==> src/rtl/bcd_serial_converter.sv <==
// Serial binary-to-BCD converter (shift-add-3), one input bit per clock, with a
// start/busy/done handshake and held digit, leading-zero blank and overflow outputs.
module bcd_serial_converter #(
  parameter int IN_WIDTH = 32,
  parameter int DIGITS   = 8
) (
  input  logic                  clock,
  input  logic                  reset,
  input  logic                  start,
  input  logic [IN_WIDTH-1:0]   binary_in,
  input  logic [7:0]            length,
  output logic                  busy,
  output logic                  done,
  output logic [4*DIGITS-1:0]   bcd_out,
  output logic [DIGITS-1:0]     blank,
  output logic                  overflow
);

  localparam int BW = 4 * DIGITS;

  typedef enum logic [1:0] {IDLE, SHIFT, FINISH} state_t;

  state_t              r_state, w_state_next;
  logic [IN_WIDTH-1:0] r_shift, w_shift_next;
  logic [BW-1:0]       r_scratch, w_scratch_next, w_adj;
  logic                r_ovf_acc, w_ovf_acc_next;
  logic [7:0]          r_count, w_count_next, w_len;
  logic                r_done;
  logic [BW-1:0]       r_bcd;
  logic [DIGITS-1:0]   r_blank, w_blank;
  logic                r_overflow;

  // Lengths beyond the input width clamp to the full width.
  assign w_len = (length > 8'(IN_WIDTH)) ? 8'(IN_WIDTH) : length;

  always_comb begin
    w_adj = r_scratch;
    for (int i = 0; i < DIGITS; i++) begin
      if (r_scratch[4*i +: 4] >= 4'd5) w_adj[4*i +: 4] = r_scratch[4*i +: 4] + 4'd3;
    end
  end

  always_comb begin
    logic v_zero;
    w_blank = '0;
    v_zero  = 1'b1;
    for (int i = DIGITS - 1; i >= 1; i--) begin
      v_zero     = v_zero & (r_scratch[4*i +: 4] == 4'd0);
      w_blank[i] = v_zero;
    end
  end

  // NOTE: every signal gets a default before the case so no path can infer a latch.
  always_comb begin
    w_state_next   = r_state;
    w_shift_next   = r_shift;
    w_scratch_next = r_scratch;
    w_ovf_acc_next = r_ovf_acc;
    w_count_next   = r_count;
    case (r_state)
      IDLE: begin
        if (start) begin
          // Left-align so bit L-1 becomes the MSB; bits above it fall off the top.
          w_shift_next   = binary_in << (8'(IN_WIDTH) - w_len);
          w_scratch_next = '0;
          w_ovf_acc_next = 1'b0;
          w_count_next   = w_len;
          w_state_next   = (w_len == 8'd0) ? FINISH : SHIFT;
        end
      end
      SHIFT: begin
        w_scratch_next = {w_adj[BW-2:0], r_shift[IN_WIDTH-1]};
        w_shift_next   = r_shift << 1;
        w_ovf_acc_next = r_ovf_acc | w_adj[BW-1];
        w_count_next   = r_count - 8'd1;
        if (r_count == 8'd1) w_state_next = FINISH;
      end
      FINISH:  w_state_next = IDLE;
      default: w_state_next = IDLE;
    endcase
  end

  // NOTE: state uses non-blocking assignments so all flops update from pre-edge values.
  // NOTE: the datapath flops are few and plain registers, so they are all reset.
  always_ff @(posedge clock or posedge reset) begin
    if (reset) begin
      r_state    <= IDLE;
      r_shift    <= '0;
      r_scratch  <= '0;
      r_ovf_acc  <= 1'b0;
      r_count    <= '0;
      r_done     <= 1'b0;
      r_bcd      <= '0;
      r_blank    <= {{(DIGITS-1){1'b1}}, 1'b0};
      r_overflow <= 1'b0;
    end else begin
      r_state   <= w_state_next;
      r_shift   <= w_shift_next;
      r_scratch <= w_scratch_next;
      r_ovf_acc <= w_ovf_acc_next;
      r_count   <= w_count_next;
      r_done    <= (r_state == FINISH);
      if (r_state == FINISH) begin
        r_bcd      <= r_scratch;
        r_blank    <= w_blank;
        r_overflow <= r_ovf_acc;
      end
    end
  end

  assign busy     = (r_state != IDLE);
  assign done     = r_done;
  assign bcd_out  = r_bcd;
  assign blank    = r_blank;
  assign overflow = r_overflow;

endmodule

==> config.mk <==
export PLATFORM = sky130hd
export DESIGN_NAME = bcd_serial_converter
export DESIGN_NICKNAME = d
export VERILOG_FILES = /design/src/rtl/bcd_serial_converter.sv
export SDC_FILE = /design/constraint.sdc
export NUM_CORES = 1
export LEC_CHECK = 0
export CORE_AREA = 2 2 116 118
export CTS_BUF_LIST = sky130_fd_sc_hd__clkbuf_8
export CTS_CLUSTER_SIZE = 12
export DETAILED_ROUTE_END_ITERATION = 16
export DIE_AREA = 0 0 118 120
export GPL_ROUTABILITY_DRIVEN = 0
export GPL_TIMING_DRIVEN = 0
export MAX_ROUTING_LAYER = met4
export PLACE_DENSITY = 0.82
export SETUP_SLACK_MARGIN = 0.5
export SYNTH_ARGS = -nofsm -noshare
export SYNTH_HDL_FRONTEND = slang
export SYNTH_SLANG_ARGS = --single-unit
==> constraint.sdc <==
create_clock -name clock -period 4.2 [get_ports clock]
set_input_delay 0.63 -clock clock [delete_from_list [all_inputs] [get_ports clock]]
set_output_delay 0.63 -clock clock [all_outputs]
set_load 0.03 [all_outputs]
==> flow_summary.yaml, run 1 <==
cells_and_area:
  antenna_cells_inserted: 0
  layout-drive-gt1-share: 0.1124
  seqCellArea_um2: 2912
  fillCellCount: 1047
  postLayoutCoreUtil: 0.7015
  final_cell_mix: "128 x nand2_1, 109 x dfrtp_1, 80 x clkdlybuf4s50_1"
  multi_input_area_um2: 4279
  syn2layout_area_growth_pct: 22.06
  final_common_cell: "nand2_1"
  fin_nets: 1007
logic_synthesis:
  synth_nets: 899
  syn-cell-area_um2: 7460
  yosysSeqAreaShare: 0.3903
  syn_area_per_cell_um2: 8.977
  synthFlopType: "dfrtp_1"
  yosys.cell_types.count: 69
  async_reset_ff_frac: 1.000
  ys_seq_elements: 116
  synth-edff-count: 0
  synthCells: 831
  synth_warnings: 0
critical_path:
  critical_path_class: "in -> reg"
  critPathMaxFanout: 10
  crit_required_ns: 4.57
  worst-r2r-cell-count: 8
  cp-start-kind: "input pin"
  critPathCaptureType: "flip-flop"
  critPathArrivalTime_ns: 4.01
outcome:
  outcome: "finished, final reports clean"
worst_hold_path:
  hold_path_class: "reg -> reg"
  min_path_cells: 2
sta:
  max_clock_freq_mhz: 274.7
  hold_viol: 0
  relSlewSlack: 0.4542
  setup-violations-final: 0
  period_share: 0.8668
  layout_setup_ws_ns: 0.5593
  fin_worst_skew_ns: 0.01148
  drv_slew: 0
  worst_pin_slew_ns: 0.8081
  fin_setup_tns_ns: 0
  rsz0062_at_grt: "false"
  whs_ns: 0.4655
  fin_crit_ns: 3.641
floorplanning:
  die_w_um: 118
  fp.dieH_um: 120
  row_count: 42
  die_area_um2: 14160
  initial_utilization: 0.5747
  io_pins: 86
  core_um2: 12980
drt:
  ant_nets: 0
  drc: 0
  drt-initial-drc-count: 912
  first_pass_iters: 7
  avgViaCountPerCell: 6.535
  wl_per_cell_um: 19.87
  routed_wl_mm: 22.41
  num_vias: 7372
clock_tree:
  ctsHoldBuffers: 0
  tritoncts: "done"
  htree_levels: 4
  cts_buffers: 17
  root_buffer: "clkbuf_8"
  clockBufferDepth: 2
  path_clk_slew_ns: 0.08
  insertion_delay_ns: 0.44
  cts_num_sinks: 116
grt:
  antenna_found_initial: 0
  gr-total-overflow: 0
  grt_pass1_wl_mm: 35.62
  grt_max_degree: 69
  track_usage: 0.3253
  grt_pass1_vias: 6993
flow_run:
  cap_violations: 0
placement:
  pre_cts_ws_ns: -1.118
  portBuffers: 83
  dp_hpwl_mm: 16.41
pwr:
  power.density_nw_per_um2: 656.5
  peakVddDrop_uv: 273.4
  p_leak_nw: 3.730
## where the power goes
part           total, mW  internal (mW)  switching (mW)
Clock               1.03          0.493           0.537
Sequential          1.96           1.60           0.355
Combinational       2.99           1.14            1.85
## synthesized netlist by cell type (3+ instances only)
library cell	n	area, µm²
a211oi_1	8	60.06
a21oi_1	47	235.2
a221o_1	5	50.05
a221oi_1	6	52.55
a22o_1	11	96.34
a22oi_1	26	195.2
a2bb2oi_1	3	26.28
a31oi_1	10	62.56
a32o_1	8	80.08
a32oi_1	6	52.55
and2_1	3	18.77
and3_1	5	31.28
buf_1	7	26.28
buf_2	7	35.03
buf_4	4	30.03
clkbuf_1	37	138.9
dfrtp_1	109	2728
dfstp_2	7	183.9
ha_1	25	312.8
inv_1	27	101.4
mux2_2	5	56.30
mux2i_1	31	310.3
mux4_2	16	360.4
nand2_1	129	484.2
nand2b_1	14	87.58
nand3_1	20	100.1
nand4_1	4	25.02
nor2_1	49	183.9
nor3_1	7	35.03
nor3b_1	12	90.09
nor4b_1	3	26.28
o211ai_1	7	52.55
o21a_1	3	22.52
o21ai_0	73	365.4
o221ai_1	3	26.28
o22ai_1	24	150.1
o31a_1	5	43.79
o31ai_1	12	90.09
or3_1	7	43.79
xnor2_1	11	96.34
## registers in the layout, summed over array words and instances (netlist names)
name	cells
overflow	1
done	1
bcd_out	32
r_ovf_acc	1
blank	7
r_scratch	32
r_shift	32
r_state	2
r_count	8
## final timing paths
path / startpoint / to / slack, ns
max in group asynchronous: reset / bcd_out[3]$_DFFE_PP0P_ / 2.85
setup reg to reg: r_scratch[28]$_DFFE_PP0P_ / blank[1]$_DFFE_PP1P_ / 1.08
min in group asynchronous: reset / bcd_out[9]$_DFFE_PP0P_ / 0.60
hold / removal: blank[2]$_DFFE_PP1P_ / blank[2]$_DFFE_PP1P_ / 0.47
setup / recovery: length[0] / r_shift[24]$_DFFE_PP0P_ / 0.56
hold reg to reg: blank[2]$_DFFE_PP1P_ / blank[2]$_DFFE_PP1P_ / 0.47
## final cells by class
type / count / share of cell area
multi-input combinational: 629 / 0.4700
sequential: 116 / 0.3198
timing repair buffer: 89 / 0.09880
buffer: 57 / 0.03161
clock buffer: 17 / 0.02570
tap: 176 / 0.02419
clock inverter: 15 / 0.01731
inverter: 29 / 0.01264
## logic make-up (layout without fill, tap and decap cells)
| family | count (synthesis) | after routing | synth area share |
|---|---|---|---|
| buffers and inverters | 86 | 207 | 0.04847 |
| flip-flops | 116 | 116 | 0.3903 |
| AO/OA/AOI/OAI | 270 | 270 | 0.2383 |
| adder cells (fa/ha/maj) | 25 | 25 | 0.04193 |
| XOR/XNOR | 13 | 13 | 0.01526 |
| AND/OR/NAND/NOR | 268 | 268 | 0.1677 |
| other | 1 | 1 | 0.0005027 |
| multiplexers | 52 | 52 | 0.09745 |
## critical path, stage by stage
cell	delay, ns
clkdlybuf4s50_1	0.50
nor4b_2	0.20
buf_4	0.15
inv_2	0.16
buf_2	0.27
ha_1	0.17
clkbuf_4	0.24
clkinvlp_4	0.22
a21oi_1	0.50
nand3_1	0.34
o31ai_1	0.34
a221oi_1	0.09
a21oi_1	0.17
## per-layer routing
layer / GRT usage / up-vias / part of all wire
met2: 0.5291 / 492 / 0.48
li1: - / 3301 / -
met3: 0.04800 / 93 / 0.081
met1: 0.4041 / 3486 / 0.40
met4: 0.1536 / 0 / 0.040
met5: - / - / 0
## stage by stage
stage,cells,power [mW],instance area [µm²]
finish,1128,5.978,9105
global route,1128,6.340,9105
CTS,1124,5.901,9010
detailed placement,1091,4.848,8541
global placement,1090,4.747,8511
floorplan,831,3.830,7460
## timing repair
item	4_1_cts	5_1_grt
buffers inserted	1	4
gates resized for setup	21	20
endpoints found under the hold margin	0	0
pin swaps	0	4
gates cloned	0	0
endpoints found under the setup margin	32	30
No activity file was read; power rests on OpenSTA's default activity.
==> inputs of run 2 (changes only) <==
--- a/constraint.sdc
+++ b/constraint.sdc
@@ -3,2 +3,2 @@
 set_output_delay 0.63 -clock clock [all_outputs]
-set_load 0.03 [all_outputs]
+set_load 0.01 [all_outputs]
==> results of run 2 <==
Same layout as run 1 (identical final DEF). Status: finished, final reports clean.
Among the figures that moved: total power 5.978 mW -> 5.718 mW; worst IR drop on VDD 273.4 µV -> 273.0 µV
